<file path="src/rtl/ks_adder_pkg.sv">
// ks_adder_pkg: shared types and helpers for the pipelined Kogge-Stone adder.
// Contents:
//   ks_pg_t     - one prefix-tree node: group propagate p, group generate g
//   KS_COUT_EN  - 1 when KS_ADDER_COUT_EN is defined (the MSB carry is kept)
//   ks_levels() - number of prefix levels for a given width, clog2(w)
//   ks_span()   - distance between combined nodes at a level, 2^level
//   ks_black()  - black-cell combine of a high node with a lower node
package ks_adder_pkg;

    typedef struct packed {
        logic p;
        logic g;
    } ks_pg_t;

`ifdef KS_ADDER_COUT_EN
    localparam bit KS_COUT_EN = 1'b1;
`else
    localparam bit KS_COUT_EN = 1'b0;
`endif

    function automatic int ks_levels(input int w);
        return (w > 1) ? $clog2(w) : 0;
    endfunction

    function automatic int ks_span(input int level);
        return 1 << level;
    endfunction

    function automatic ks_pg_t ks_black(input ks_pg_t hi, input ks_pg_t lo);
        ks_pg_t r;
        r.g = hi.g | (hi.p & lo.g);
        r.p = hi.p & lo.p;
        return r;
    endfunction

endpackage

</file>
<file path="src/rtl/ks_prefix_tree.sv">
// ks_prefix_tree: combinational Kogge-Stone prefix network.
// Parameter W : number of bit columns (>= 1).
// Ports:
//   p   [W-1:0] in  - bit propagate
//   g   [W-1:0] in  - bit generate (bit 0 already carries the carry-in)
//   grp [W-1:0] out - group generate G[i:0] for every column i
module ks_prefix_tree import ks_adder_pkg::*; #(
    parameter int W = 16
) (
    input  logic [W-1:0] p,
    input  logic [W-1:0] g,
    output logic [W-1:0] grp
);

    localparam int L = ks_levels(W);

    ks_pg_t node [L+1][W];

    for (genvar i = 0; i < W; i++) begin : g_io
        assign node[0][i] = '{p: p[i], g: g[i]};
        assign grp[i]     = node[L][i].g;
    end

    // Columns whose reach already covers bit 0 are complete and pass through.
    for (genvar l = 0; l < L; l++) begin : g_lvl
        for (genvar i = 0; i < W; i++) begin : g_col
            if (i >= ks_span(l)) begin : g_blk
                assign node[l+1][i] = ks_black(node[l][i], node[l][i-ks_span(l)]);
            end else begin : g_pass
                assign node[l+1][i] = node[l][i];
            end
        end
    end

endmodule

</file>
<file path="src/rtl/ks_adder_pipe.sv">
// ks_adder_pipe: two-stage pipelined Kogge-Stone adder with valid/ready handshake.
// Parameter W : operand width (>= 2).
// Ports:
//   clk       in  - rising-edge clock
//   rst_n     in  - asynchronous active-low reset
//   in_valid  in  - a, b, cin valid
//   in_ready  out - operands accepted this cycle (combinational from out_ready)
//   a, b      in  - addends (CSA sum and pre-shifted carry vectors)
//   cin       in  - carry-in
//   out_valid out - sum valid
//   out_ready in  - consumer takes sum this cycle
//   sum       out - (a + b + cin) mod 2^W
//   cout      out - carry out of the MSB, only when KS_ADDER_COUT_EN is defined
module ks_adder_pipe import ks_adder_pkg::*; #(
    parameter int W = 16
) (
    input  logic         clk,
    input  logic         rst_n,
    input  logic         in_valid,
    output logic         in_ready,
    input  logic [W-1:0] a,
    input  logic [W-1:0] b,
    input  logic         cin,
    output logic         out_valid,
    input  logic         out_ready,
    output logic [W-1:0] sum
`ifdef KS_ADDER_COUT_EN
    ,
    output logic         cout
`endif
);

    // Without cout the MSB group generate is never needed, so the whole
    // column is dropped from the generate register and the tree.
    localparam int GW = KS_COUT_EN ? W : W - 1;

    logic          s1_valid, s2_valid;
    logic          s1_load, s2_load;
    logic          s1_cin, s2_cin;
    logic [W-1:0]  s1_p, s2_p;
    logic [GW-1:0] in_g, s1_g, tree_grp, s2_grp;

    assign s2_load   = !s2_valid || out_ready;
    assign s1_load   = !s1_valid || s2_load;
    assign in_ready  = s1_load;
    assign out_valid = s2_valid;

    // Folding cin into bit 0 makes every tree output the true carry into bit i+1.
    always_comb begin
        in_g    = a[GW-1:0] & b[GW-1:0];
        in_g[0] = in_g[0] | ((a[0] ^ b[0]) & cin);
    end

    ks_prefix_tree #(.W(GW)) u_tree (
        .p   (s1_p[GW-1:0]),
        .g   (s1_g),
        .grp (tree_grp)
    );

    always_ff @(posedge clk or negedge rst_n) begin
        if (!rst_n) begin
            s1_valid <= 1'b0;
            s1_p     <= '0;
            s1_g     <= '0;
            s1_cin   <= 1'b0;
            s2_valid <= 1'b0;
            s2_p     <= '0;
            s2_grp   <= '0;
            s2_cin   <= 1'b0;
        end else begin
            if (s1_load) s1_valid <= in_valid;
            if (s1_load && in_valid) begin
                s1_p   <= a ^ b;
                s1_g   <= in_g;
                s1_cin <= cin;
            end
            if (s2_load) s2_valid <= s1_valid;
            if (s2_load && s1_valid) begin
                s2_p   <= s1_p;
                s2_grp <= tree_grp;
                s2_cin <= s1_cin;
            end
        end
    end

    assign sum = s2_p ^ {s2_grp[W-2:0], s2_cin};

`ifdef KS_ADDER_COUT_EN
    assign cout = s2_grp[W-1];
`endif

    a_stall_hold: assert property (@(posedge clk) disable iff (!rst_n)
        out_valid && !out_ready |=> out_valid && $stable(sum));

    a_ready_when_room: assert property (@(posedge clk) disable iff (!rst_n)
        !(s1_valid && s2_valid) |-> in_ready);

endmodule

</file>
<file path="config.mk">
export PLATFORM = sky130hd
export DESIGN_NAME = ks_adder_pipe
export DESIGN_NICKNAME = d
export VERILOG_FILES = /design/src/rtl/ks_adder_pkg.sv /design/src/rtl/ks_prefix_tree.sv /design/src/rtl/ks_adder_pipe.sv
export SDC_FILE = /design/constraint.sdc
export NUM_CORES = 1
export LEC_CHECK = 0
export BUFFER_PORTS_ARGS = -buffer_cell sky130_fd_sc_hd__buf_2
export CAP_MARGIN = 0
export CORE_AREA = 2 2 92 94
export CTS_CLUSTER_SIZE = 8
export DETAILED_ROUTE_END_ITERATION = 16
export DIE_AREA = 0 0 94 96
export SKIP_CTS_REPAIR_TIMING = 1
export SYNTH_ARGS = -nofsm -noshare
export SYNTH_HDL_FRONTEND = slang
export SYNTH_SLANG_ARGS = --single-unit
</file>
<file path="constraint.sdc">
create_clock -name clk -period 1.6 [get_ports clk]
set_clock_uncertainty 0.05 [all_clocks]
set_input_delay 0.16 -clock clk [delete_from_list [all_inputs] [get_ports clk]]
set_output_delay 0.16 -clock clk [all_outputs]
set_load 0.02 [all_outputs]
</file>
; Word level (Yosys, flattened, before mapping)
; Cells that the tools add are included.
[op_classes]
reduce_logical = 6
bitwise_logic = 127
[ops]
columns = operator, count
row1 = AND 1 bit, 77
row2 = bitwise OR 1 bit, 46
row3 = bitwise XOR 16 bit, 2
row4 = AND 15 bit, 1
row5 = logical AND 1 bit, 2
row6 = zero test 1 bit, 2
row7 = logical OR 1 bit, 2
row8 = bitwise XOR 1 bit, 1
[word_totals]
ff_bits = 66
elab_cells = 141
input_bits = 37

; Longest topological paths before layout
[depth]
ltp_word = 7
mapped_depth = 6

; Cells and area by module
; Synthesis repeated with hierarchy kept, for this count alone.
[hier_totals]
hier_cells = 225
hier_area_um2 = 3130.5
[modules_own_cells]
columns = module, area_per_inst_um2, seq_area_each_um2, instances, cells_each
row1 = ks_adder_pipe, 2832.7, 1651.6, 1, 176
row2 = ks_prefix_tree, 297.8, 0.0, 1, 49

; Worst setup path after synthesis
; No wires, ideal clock.
[synth_timing]
path_kind = register -> register
startpoint = register s2_valid (netlist: out_valid)
endpoint = register s1_g[10]
setup_time_ns = 0.125
period_less_slack_ns = 1.655
path_stages_with_launch = 5
setup_slack_ns = -0.055
arrival_ns = 1.480
path_buffers = 1
cell_sequence = dfrtp_1 > nand3b_1 > nand2_2 > buf_4 > mux2_2
[synth_via]
elab_chain_cells = 4
[synth_rtl]
columns = item, line
row1 = start: declaration, ks_adder_pipe.sv:37  ; logic s1_valid, s2_valid;
row2 = start signal: assignment, ks_adder_pipe.sv:77  ; if (s2_load) s2_valid <= s1_valid;
row3 = zero test 1 bit, ks_adder_pipe.sv:43  ; assign s2_load = !s2_valid || out_ready;
row4 = logical OR 1 bit, ks_adder_pipe.sv:43
row5 = logical OR 1 bit, ks_adder_pipe.sv:44  ; assign s1_load = !s1_valid || s2_load;
row6 = named net in_ready, ks_adder_pipe.sv:20  ; output logic in_ready,
row7 = logical AND 1 bit, ks_adder_pipe.sv:72  ; if (s1_load && in_valid) begin
row8 = end signal: assignment, ks_adder_pipe.sv:74  ; s1_g <= in_g;
row9 = end: declaration, ks_adder_pipe.sv:41  ; logic [GW-1:0] in_g, s1_g, tree_grp, s2_grp;
; The timed path passes the listed nets, and every way through them passes these cells.
; A chain may end at the register's enable or synchronous reset.

; Worst setup path after layout
[layout_timing]
startpoint = register s1_p[2]
endpoint = register s2_grp[12]
[layout_via]
elab_chain_cells = 7
elab_cells_between_ends = 10
classes_between = bitwise (10)
[layout_rtl]
columns = item, line
row1 = start: declaration, ks_adder_pipe.sv:40  ; logic [W-1:0] s1_p, s2_p;
row2 = start signal: assignment, ks_adder_pipe.sv:73  ; s1_p <= a ^ b;
row3 = AND 1 bit, ks_adder_pkg.sv:31  ; r.g = hi.g | (hi.p & lo.g);
row4 = bitwise OR 1 bit, ks_adder_pkg.sv:31
row5 = AND 1 bit, ks_adder_pkg.sv:31
row6 = bitwise OR 1 bit, ks_adder_pkg.sv:31
row7 = bitwise OR 1 bit (*), ks_adder_pkg.sv:31
row8 = AND 1 bit (*), ks_adder_pkg.sv:31
row9 = bitwise OR 1 bit (*), ks_adder_pkg.sv:31
row10 = end signal: assignment, ks_adder_pipe.sv:80  ; s2_grp <= tree_grp;
row11 = end: declaration, ks_adder_pipe.sv:41
; Every way passes the cells marked *; elsewhere a longest branch is shown, timed or not.

==> impl_results.html <==
<table>
<tr><th>Metric</th><th>Value</th></tr>
<tr><th colspan="2">Synth</th></tr>
<tr><td>Post-Synthesis Cell Area</td><td>3140 sq um</td></tr>
<tr><td>Sequential fraction of the synthesis area</td><td>52.6%</td></tr>
<tr><td>Number of synthesis warnings</td><td>0</td></tr>
<tr><td>Unique cell type count in the Yosys netlist</td><td>42</td></tr>
<tr><td>Post-Syn Area per Cell</td><td>11.0 sq um</td></tr>
<tr><td>Cells after synthesis</td><td>284</td></tr>
<tr><td>Post-Synthesis Net Count</td><td>336</td></tr>
<tr><td>Flops &amp; latches, synth</td><td>66</td></tr>
<tr><th colspan="2">GRT</th></tr>
<tr><td>Number of global-route vias before repair</td><td>2126</td></tr>
<tr><td>Most Used Layer, Global Route</td><td>met2</td></tr>
<tr><td>Met2 track demand over resource</td><td>24.6%</td></tr>
<tr><td>Met3 Usage GRT</td><td>2.58%</td></tr>
<tr><td>Number of antenna violations at the first check in global routing</td><td>0</td></tr>
<tr><td>Overall track demand over capacity in global routing</td><td>14.9%</td></tr>
<tr><td>Remaining global-route overflow</td><td>0</td></tr>
<tr><td>Largest net degree at the start of global routing</td><td>67</td></tr>
<tr><td>Met1 Use GR</td><td>18.9%</td></tr>
<tr><td>First-pass GRT wire length</td><td>10.2 mm</td></tr>
<tr><th colspan="2">Timing</th></tr>
<tr><td>Hold Vio Cnt, Final</td><td>0</td></tr>
<tr><td>Worst relative slew slack</td><td>76.7%</td></tr>
<tr><td>Count of endpoints failing setup in the final report</td><td>0</td></tr>
<tr><td>Final setup margin</td><td>0.0590 ns</td></tr>
<tr><td>Period Utilization, post-route</td><td>96.3%</td></tr>
<tr><td>Setup Total Neg Slack</td><td>0 ns</td></tr>
<tr><td>Max Clk Rate</td><td>649 MHz</td></tr>
<tr><td>Final worst path period need</td><td>1.54 ns</td></tr>
<tr><td>Final number of max-transition violations</td><td>0</td></tr>
<tr><td>RSZ-0062 raised after global routing</td><td>true</td></tr>
<tr><td>Post-route worst hold slack</td><td>0.0139 ns</td></tr>
<tr><td>Transition time at the pin with the least slew margin</td><td>0.349 ns</td></tr>
<tr><th colspan="2">Finish</th></tr>
<tr><td>Fillers</td><td>776</td></tr>
<tr><td>Utilization after layout</td><td>47.3%</td></tr>
<tr><td>Area Growth Syn to Fin</td><td>21.3%</td></tr>
<tr><td>Number of nets at the end of the flow</td><td>401</td></tr>
<tr><td>Ratio of cells with drive above 1 in the final layout</td><td>33.9%</td></tr>
<tr><td>Number of antenna repair diodes</td><td>0</td></tr>
<tr><th colspan="2">Worst setup path</th></tr>
<tr><td>Critical Path RT</td><td>1.77 ns</td></tr>
<tr><td>Cell family with the largest share of critical-path delay</td><td>compound AO/OA/AOI/OAI gates</td></tr>
<tr><td>Length in cells of the worst reg-to-reg path</td><td>4</td></tr>
<tr><td>Buf/Inv on CP</td><td>0</td></tr>
<tr><td>Arrival time of the worst setup path</td><td>1.71 ns</td></tr>
<tr><td>Reg2reg start</td><td>s1_p[2]</td></tr>
<tr><td>Master of the slowest instance on the critical path</td><td>dfrtp_1</td></tr>
<tr><td>CP Cell Sequence</td><td>and3_1 &gt; a221o_1 &gt; a21oi_1 &gt; o22ai_1</td></tr>
<tr><td>Worst reg2reg setup slack</td><td>0.06 ns</td></tr>
<tr><td>Destination of the worst register-to-register timing path</td><td>s2_grp[12]</td></tr>
<tr><td>Critical path class</td><td>reg -&gt; reg</td></tr>
<tr><td>Worst Setup End Kind</td><td>flop</td></tr>
<tr><td>Largest stage delay on the critical path</td><td>0.43 ns</td></tr>
<tr><td>Peak fanout along the critical path</td><td>5</td></tr>
<tr><td>Element type at the critical path start</td><td>flop</td></tr>
<tr><th colspan="2">Placed design</th></tr>
<tr><td>Minimum setup slack after placement</td><td>0.0590 ns</td></tr>
<tr><td>Post-detailed-placement half-perimeter wirelength</td><td>4.44 mm</td></tr>
<tr><td>Global placement routability congestion</td><td>0.780</td></tr>
<tr><td># port buffers</td><td>54</td></tr>
<tr><th colspan="2">Detailed routing</th></tr>
<tr><td>Final WL</td><td>6.18 mm</td></tr>
<tr><td>DR DRC count</td><td>0</td></tr>
<tr><td>WL/cell</td><td>13.5 um</td></tr>
<tr><td>Number of nets with antenna violations after routing</td><td>0</td></tr>
<tr><td>Total number of vias</td><td>2225</td></tr>
<tr><td>Violation count after the first detailed-route iteration</td><td>74</td></tr>
<tr><td>Per-cell via count in the routed design</td><td>4.85</td></tr>
<tr><td>TritonRoute pass-1 iters</td><td>4</td></tr>
<tr><th colspan="2">Floorplanning</th></tr>
<tr><td>Total Die Area</td><td>9020 sq um</td></tr>
<tr><td>Die height</td><td>96 um</td></tr>
<tr><td>Placement row count</td><td>33</td></tr>
<tr><td>Floorplan core area</td><td>8050 sq um</td></tr>
<tr><td>I/O pins</td><td>55</td></tr>
<tr><td>Horiz. Die Dim</td><td>94 um</td></tr>
<tr><td>Effective utilization at floorplan</td><td>39.0%</td></tr>
<tr><th colspan="2">Pwr</th></tr>
<tr><td>Switching share of power</td><td>33.8%</td></tr>
<tr><td>Proportion of power drawn by combinational gates</td><td>27.9%</td></tr>
<tr><td>Relative contribution of the clock network to total power</td><td>27.3%</td></tr>
<tr><td>Total power consumption of the routed design</td><td>5200 uW</td></tr>
<tr><td>Cell internal power dissipation</td><td>3440 uW</td></tr>
<tr><td>Power density relative to cell area</td><td>1370 nW/um^2</td></tr>
<tr><td>Part of the total power dissipated in sequential elements</td><td>44.8%</td></tr>
<tr><td>Switching power</td><td>1760 uW</td></tr>
<tr><td>Leakage power figure</td><td>0.00189 uW</td></tr>
<tr><td>Worst VDD drop</td><td>518 uV</td></tr>
<tr><th colspan="2">CTS</th></tr>
<tr><td>Clock transition at the registers of the reported paths</td><td>0.07 ns</td></tr>
<tr><td>Clock sinks</td><td>66</td></tr>
<tr><td>Source-to-sink clock delay at the later pin of the worst-skew pair</td><td>0.34 ns</td></tr>
<tr><td>Maximum root-to-sink buffer count</td><td>2</td></tr>
<tr><td>Master cell of the clock root buffer</td><td>clkbuf_8</td></tr>
<tr><td>CTS tree</td><td>done</td></tr>
<tr><td>Num CTS Buffers</td><td>9</td></tr>
<tr><td>H-tree depth</td><td>3</td></tr>
<tr><th colspan="2">Run status</th></tr>
<tr><td>Outcome</td><td>finished clean</td></tr>
<tr><th colspan="2">Hold path</th></tr>
<tr><td>Class of the most critical hold timing path</td><td>in -&gt; reg</td></tr>
<tr><td>Number of cells on the worst hold path</td><td>2</td></tr>
<tr><td>Destination of the worst hold path</td><td>s1_cin</td></tr>
<tr><td>Critical hold path startpoint</td><td>cin</td></tr>
<tr><th colspan="2">Job</th></tr>
<tr><td>Max-capacitance violation count</td><td>0</td></tr>
</table>
worst register-to-register path, stage by stage (launching register included):
cell,delay [ns]
dfrtp_1,0.43
and3_1,0.20
a221o_1,0.41
a21oi_1,0.23
o22ai_1,0.10
synthesized netlist by cell type (all sizes together):
cell type  instances  area [sq um]
nor4               1          6.26
clkbuf             1          3.75
a31oi              2          12.5
mux2i              2          20.0
a211oi             3          22.5
o21ai             12          60.1
a22oi              1          12.5
a21oi             11          55.1
a2bb2oi            1          8.76
a31o               1          8.76
o211ai             1          7.51
and3               2          13.8
nor4b              1          15.0
and2b              1          7.51
nand2b             2          12.5
nand2             70           265
inv                4          15.0
buf                8          50.1
xnor2              1          8.76
o21a               1          7.51
nor2               9          36.3
o31ai              1          7.51
a21o               5          40.0
and4               1          8.76
o311ai             1          16.3
o22ai              3          18.8
nor3               1          10.0
nand3b             1          7.51
mux2              30           338
or4                1          7.51
ha                15           188
o21bai             2          15.0
a221o              1          10.0
dfrtp             66          1650
xor2              16           140
nand3              5          30.0
worst max-delay path by stage:
stage	startpoint	endpoint	slack [ns]	cells after the start
after floorplan	out_valid	s1_g[10]	0.03	4
after CTS	s1_g[2]	s2_grp[12]	0.05	4
final	s1_p[2]	s2_grp[12]	0.06	4
after detailed placement	s1_g[2]	s2_grp[12]	0.06	4
after global placement	s1_g[2]	s2_grp[12]	0.08	4
after global routing	s1_p[1]	s2_grp[8]	-0.003	4
sequential cells by signal, summed over array words and instances, names as in the netlist:
register and flops:
s1_g 15, s2_p 16, s1_cin 1, s2_grp 15, s1_p 16, s2_cin 1
s1_valid 1, out_valid 1
stage by stage:
stage	instance area, sq um	std cells
final	3810	459
after detailed placement	3570	440
after global routing	3810	459
after floorplan	3140	284
after global placement	3570	440
after CTS	3770	456
power groups by stage:
stage | sequential, uW | combinational [uW] | clock [uW]
4_1_cts | 2330 | 1470 | 1460
2_1_floorplan | 2270 | 1000 | 0
5_1_grt | 2390 | 1630 | 1520
3_3_place_gp | 2350 | 1440 | 0
3_5_place_dp | 2370 | 1470 | 0
6_report | 2330 | 1450 | 1420
cells in the final DEF, fill, tap and decap left out, drive strengths merged, types with 4 or more instances in the layout:
master and count:
nand2 70, dfrtp 66, buf 61, mux2 30, xor2 16, ha 15
o21ai 12, a21oi 11, clkbuf 11, nor2 9, nand3 5, a21o 5
inv 4
cells by family after synthesis:
logic type | count (synthesis) | share of synthesized area (%)
buffers and inverters | 13 | 2.19
muxes | 32 | 11.4
DFF | 66 | 52.6
and+or+nand+nor | 95 | 13.4
xor gates and xnor gates | 17 | 4.74
adders and majority gates | 15 | 5.98
AOI/OAI and AO/OA | 46 | 9.65
layer usage:
metal | vias up | wire [um]
li1 | 1112 | -
met1 | 1073 | 2790
met2 | 31 | 3110
met3 | 9 | 165
met4 | 0 | 121
met5 | - | 0
area by class of cell:
cell class,instances,area [sq um],area share (%)
Sequential cell,66,1650,43.4
Multi-Input combinational cell,205,1420,37.4
Timing Repair Buffer,63,380,9.99
Clock buffer,11,151,3.98
Tap cell,105,131,3.45
Clock inverter,5,52.6,1.38
Inverter,4,15.0,0.394
No activity file was read; power rests on OpenSTA's default activity.
